$ cat config.mk
export PLATFORM = sky130hd
export DESIGN_NAME = pc_sequencer
export DESIGN_NICKNAME = d
export VERILOG_FILES = /design/src/rtl/pc_seq_pkg.sv /design/src/rtl/pc_target_check.sv /design/src/rtl/pc_sequencer.sv
export SDC_FILE = /design/constraint.sdc
export NUM_CORES = 1
export LEC_CHECK = 0
export ABC_CLOCK_PERIOD_IN_PS = 5200
export CAP_MARGIN = 20
export CORE_MARGIN = 2
export CORE_UTILIZATION = 50
export DETAILED_ROUTE_END_ITERATION = 8
export PLACE_DENSITY = 0.92
export RECOVER_POWER = 50
export SETUP_SLACK_MARGIN = 0.15
export SLEW_MARGIN = 20
export SYNTH_ARGS = -nofsm -noshare
export SYNTH_HDL_FRONTEND = slang
export SYNTH_SLANG_ARGS = --single-unit
$ cat constraint.sdc
create_clock -name clk -period 5.2 [get_ports clk]
set_input_delay 0.52 -clock clk [delete_from_list [all_inputs] [get_ports clk]]
set_output_delay 0.52 -clock clk [all_outputs]
set_load 0.01 [all_outputs]
$ cat src/rtl/pc_seq_pkg.sv
// rtl/pc_seq_pkg.sv - shared types and constants for the next-PC sequencer
// Contents: run-state enum, trap cause codes, default vector/boot parameters.
package pc_seq_pkg;

  typedef enum logic [1:0] {
    BOOT = 2'd0,
    RUN  = 2'd1,
    TRAP = 2'd2,
    HALT = 2'd3
  } pc_state_t;

  localparam logic [3:0] CAUSE_MISALIGN = 4'd0;
  localparam logic [3:0] CAUSE_BREAK    = 4'd3;
  localparam logic [3:0] CAUSE_ECALL    = 4'd11;

  localparam logic [31:0] DEFAULT_RESET_VECTOR = 32'h0000_0000;
  localparam logic [31:0] DEFAULT_TRAP_VECTOR  = 32'h0000_0100;
  localparam int unsigned DEFAULT_BOOT_CYCLES  = 4;

endpackage

$ cat src/rtl/pc_target_check.sv
// rtl/pc_target_check.sv - effective jump target and misaligned-target detection
// Ports:
//   jump, jalr, jump_target   : jump request, JALR qualifier, raw target
//   branch_taken, branch_lo   : taken branch and the low two bits of its target
//   jump_eff                  : jump target with bit 0 cleared for JALR
//   misaligned                : the target actually chosen is not word aligned
module pc_target_check (
  input  logic        jump,
  input  logic        jalr,
  input  logic [31:0] jump_target,
  input  logic        branch_taken,
  input  logic [1:0]  branch_lo,
  output logic [31:0] jump_eff,
  output logic        misaligned
);

  always_comb begin
    jump_eff   = jalr ? {jump_target[31:1], 1'b0} : jump_target;
    misaligned = 1'b0;
    // Jump outranks branch, so only the jump's target matters when both fire.
    if (jump) begin
      misaligned = |jump_eff[1:0];
    end else if (branch_taken) begin
      misaligned = |branch_lo;
    end
  end

endmodule

$ cat src/rtl/pc_sequencer.sv
// rtl/pc_sequencer.sv - next-PC selection, run-state FSM and EPC/cause registers
// Ports:
//   clk, reset                         : clock, synchronous active-high reset
//   pc_in, stall                       : current PC, freeze request
//   branch_taken/branch_target         : resolved conditional branch
//   jump/jalr/jump_target              : JAL/JALR request and raw target
//   ecall, ebreak, mret, resume        : trap, halt, return and un-halt requests
//   pc_next, pc_plus4                  : PC register load value, link value
//   fetch_valid, epc, mcause, halted   : commit enable, trap state, halt flag
module pc_sequencer
  import pc_seq_pkg::*;
#(
  parameter logic [31:0] RESET_VECTOR = DEFAULT_RESET_VECTOR,
  parameter logic [31:0] TRAP_VECTOR  = DEFAULT_TRAP_VECTOR,
  parameter int unsigned BOOT_CYCLES  = DEFAULT_BOOT_CYCLES
) (
  input  logic        clk,
  input  logic        reset,
  input  logic [31:0] pc_in,
  input  logic        stall,
  input  logic        branch_taken,
  input  logic [31:0] branch_target,
  input  logic        jump,
  input  logic        jalr,
  input  logic [31:0] jump_target,
  input  logic        ecall,
  input  logic        ebreak,
  input  logic        mret,
  input  logic        resume,
  output logic [31:0] pc_next,
  output logic [31:0] pc_plus4,
  output logic        fetch_valid,
  output logic [31:0] epc,
  output logic [3:0]  mcause,
  output logic        halted
);

  localparam logic [3:0] BOOT_LAST = 4'(BOOT_CYCLES - 1);

  pc_state_t   state, state_next;
  logic [3:0]  boot_count, boot_count_next;
  logic [31:0] epc_next;
  logic [3:0]  mcause_next;
  logic [31:0] jump_eff;
  logic        misaligned;

  assign pc_plus4 = pc_in + 32'd4;

  pc_target_check u_target_check (
    .jump         (jump),
    .jalr         (jalr),
    .jump_target  (jump_target),
    .branch_taken (branch_taken),
    .branch_lo    (branch_target[1:0]),
    .jump_eff     (jump_eff),
    .misaligned   (misaligned)
  );

  always_ff @(posedge clk) begin
    if (reset) begin
      state      <= BOOT;
      boot_count <= 4'd0;
      epc        <= 32'd0;
      mcause     <= 4'd0;
    end else begin
      state      <= state_next;
      boot_count <= boot_count_next;
      epc        <= epc_next;
      mcause     <= mcause_next;
    end
  end

  always_comb begin
    state_next      = state;
    boot_count_next = boot_count;
    epc_next        = epc;
    mcause_next     = mcause;
    pc_next         = pc_plus4;
    fetch_valid     = 1'b0;
    halted          = 1'b0;

    case (state)
      BOOT: begin
        pc_next = RESET_VECTOR;
        if (boot_count == BOOT_LAST) begin
          state_next = RUN;
        end else begin
          boot_count_next = boot_count + 4'd1;
        end
      end
      RUN: begin
        fetch_valid = !stall;
        if (stall) begin
          pc_next = pc_in;
        end else if (misaligned) begin
          epc_next    = pc_in;
          mcause_next = CAUSE_MISALIGN;
          pc_next     = TRAP_VECTOR;
          state_next  = TRAP;
        end else if (ecall) begin
          epc_next    = pc_in;
          mcause_next = CAUSE_ECALL;
          pc_next     = TRAP_VECTOR;
          state_next  = TRAP;
        end else if (ebreak) begin
          epc_next    = pc_in;
          mcause_next = CAUSE_BREAK;
          pc_next     = pc_in;
          state_next  = HALT;
        end else if (mret) begin
          pc_next = epc + 32'd4;
        end else if (jump) begin
          pc_next = jump_eff;
        end else if (branch_taken) begin
          pc_next = branch_target;
        end
      end
      TRAP: begin
        // Handler's first instruction always commits; nothing can redirect it.
        fetch_valid = 1'b1;
        state_next  = RUN;
      end
      HALT: begin
        halted = 1'b1;
        if (resume) begin
          state_next = RUN;
        end else begin
          pc_next = pc_in;
        end
      end
      default: begin
        state_next = BOOT;
      end
    endcase

    // Reset overrides the visible outputs in the same cycle it is asserted.
    if (reset) begin
      pc_next     = RESET_VECTOR;
      fetch_valid = 1'b0;
      halted      = 1'b0;
    end
  end

endmodule

==> flow_metrics.py <==
metrics = {
    "sta": {
        "post-route-period-util_pct": 85.9,
        "slew_headroom_pct": -91.3,
        "fin_tns_setup_ns": 0,
        "skew_ns": 0.0181,
        "final_hold_viol_count": 0,
        "rsz0062_at_grt": "no",
        "min_period_ns": 4.47,
        "drv_slew": 71,
        "worst_pin_slew_ns": 2.85,
        "fmax_ghz": 0.224,
        "finalSetupViolCount": 0,
    },
    "global_routing": {
        "grt_pass1_wl_mm": 40.5,
        "grt_overflow": 0,
        "first_global_vias": 7090,
        "grt.total_usage_pct": 45.4,
        "grt_max_degree": 42,
        "antenna_found_initial": 0,
    },
    "placed_design": {
        "post_dp_cell_area_mm2": 0.00752,
        "hpwlAfterDp_mm": 20.4,
        "port_buffers": 206,
        "place_congestion": 1.04,
    },
    "final_layout": {
        "fillCellCount": 927,
        "final_cell_area_mm2": 0.00761,
        "fin_nets": 1089,
        "syn_to_final_growth_pct": 38.5,
        "drive_gt1_share_pct": 6.76,
    },
    "flow_run": {
        "max_cap_violations": 2,
    },
    "clock_network": {
        "clk_path_buf_depth": 2,
        "cts_setup_buffers": 0,
        "postCtsHoldBufs": 0,
        "ctsResizeCount": 0,
        "root_buffer": "clkbuf_8",
        "clk_pin_slew_ns": 0.09,
        "clkSinkCount": 40,
        "clock_latency_ns": 0.34,
        "numCtsBuffers": 5,
        "cts_tree": "yes",
        "h-tree-depth": 2,
    },
    "floorplanning": {
        "pin_count": 208,
        "die_x_um": 109,
        "start_util_pct": 50.9,
        "dieArea_mm2": 0.0118,
        "core_mm2": 0.0108,
        "rows": 38,
        "die_h_um": 109,
    },
    "logic_synthesis": {
        "syn-cell-area_mm2": 0.00550,
        "syn_area_per_cell_um2": 6.78,
        "yosys.cell_count.top_type": "nand2_1",
        "syn-num-nets": 924,
        "synth_ff_type": "dfxtp_1",
        "yosysTopAreaCellShare_pct": 14.6,
        "ys_top_cells_by_count": "nand2_1 (122), a21oi_1 (80), nor2_1 (52)",
        "synth.distinct_cells": 81,
        "yosys-top-cells-area": "dfxtp_1 (15%), nand2_1 (8.3%), a21oi_1 (7.3%)",
        "async_flop_share_pct": 0,
        "synth_edf_count": 0,
        "synth_cells": 810,
        "ys_seq_area_share_pct": 14.6,
        "ys_ff_latch": 40,
        "yosys_warnings": 0,
        "yosys.area.top_type": "dfxtp_1",
    },
    "detailed_routing": {
        "drcViolationCount": 0,
        "wire_per_inst_um": 24.5,
        "dr.pass1.iters": 6,
        "drtIter0Drc": 999,
        "totalWireLength_mm": 27.3,
        "vias_per_cell": 6.81,
        "ant_nets": 0,
        "vias": 7608,
    },
    "outcome": {
        "outcome": "finished with violations",
        "violations": "capacitance limit, slew limit",
    },
    "critical_path": {
        "required_ns": 5.45,
        "cp_top_family": "compound AO/OA/AOI/OAI gates",
        "crit_buf_inv": 1,
        "endpoint_kind": "flop",
        "arrival_ns": 4.72,
        "cp_cell_sequence": "dlygate4sd3_1 > o21a_1 > o22ai_1 > nand2b_1 > o21ai_1 > nand2_1 > a21oi_1",
        "critPathLaunchType": "input port",
        "crit_fanout": 33,
        "path_class": "input port to flop",
        "cp_slowest_cell": "o21ai_1",
        "max_stage_delay_ns": 2.18,
    },
    "power": {
        "power_density_mw_per_mm2": 184,
        "p_leak_nw": 2.79,
        "ir_drop_mv": 0.241,
    },
    "min_path": {
        "hp-class": "flop to flop",
    },
}
## placed cells by master (no fill, tap or decap), types with 6 or more instances in the layout
cell	n
buf_4	22
and4_1	6
clkdlybuf4s50_1	161
a21oi_1	80
or3_1	10
nor4_1	13
xnor2_1	23
nand3_1	37
a22oi_1	6
nor2b_1	6
a221oi_1	19
and3_1	10
o21a_1	6
dfxtp_1	40
a211oi_1	8
nor2_1	52
o21ai_0	35
a31oi_1	7
a221o_1	9
o211ai_1	14
nor3_1	29
nand2_1	122
mux2i_1	12
ha_1	8
xor2_1	26
dlygate4sd3_1	43
nand2b_1	10
nand4_1	11
inv_1	25
a21o_1	9
o31ai_1	6
or2_2	9
## state kept, by name, indices dropped and copies added (netlist names)
register    flops
state           2
mcause          2
epc            32
boot_count      4
## path summary, 6_finish.rpt
path | startpoint | endpoint | slack, ns | depth (start not counted)
hold reg to reg | mcause[3] | mcause[3] | 0.46 | 2
hold / removal | mcause[3] | mcause[3] | 0.46 | 2
setup reg to reg | state[1] | epc[23] | 1.62 | 6
setup / recovery | branch_taken | epc[5] | 0.73 | 7
## final cells by class
type	instances	area [um2]	area share, %
repair buffers	229	2220	29.2
clock inverters	3	46.3	0.608
inverters	28	105	1.38
clock buffers	5	68.8	0.904
well taps	140	175	2.30
flip-flops and latches	40	801	10.5
diodes	1	2.50	0.0329
multi-input cells	671	4190	55.1
## tightest hold or removal path, stage by stage (launching register included)
cell and delay, ns:
dfxtp_1 0.31, nand2_1 0.05, a21oi_1 0.05
## cells by family after synthesis
kind of cell,share of synthesized area (%)
fa+ha+maj,1.82
mux,2.39
compound gates,30.9
flops,14.6
buf+inv,9.11
xor+xnor,7.81
other cells,0.0682
simple gates,33.3
## layer usage
layer | up-vias | global-route usage, % | routed length (um)
li1 | 3321 | - | -
met1 | 3477 | 56.9 | 10100
met2 | 669 | 67.4 | 11700
met3 | 141 | 14.6 | 3800
met4 | 0 | 27.7 | 1770
met5 | - | 0 | 0
## power breakdown
part / switching (W) / internal (W) / total [W]
clock: 0.000147 / 0.000145 / 0.000292
sequential: 0.0000549 / 0.000344 / 0.000399
combinational: 0.000399 / 0.000313 / 0.000711
total: 0.000600 / 0.000802 / 0.00140
## per-stage QoR
stage / util (%) / instances / total power (W) / hold slack (ns) / setup WS (ns)
CTS: 70.7 / 1116 / 0.00139 / 0.469 / 1.04
global placement: 69.7 / 1108 / 0.00109 / 0.441 / 1.05
floorplan: - / 810 / 0.000753 / 0.476 / 2.33
global route: 70.5 / 1116 / 0.00145 / 0.482 / 0.564
detailed placement: 69.7 / 1108 / 0.00110 / 0.456 / 1.06
finish: 70.5 / 1117 / 0.00140 / 0.460 / 0.733
Power figures use the tool's default switching activity.
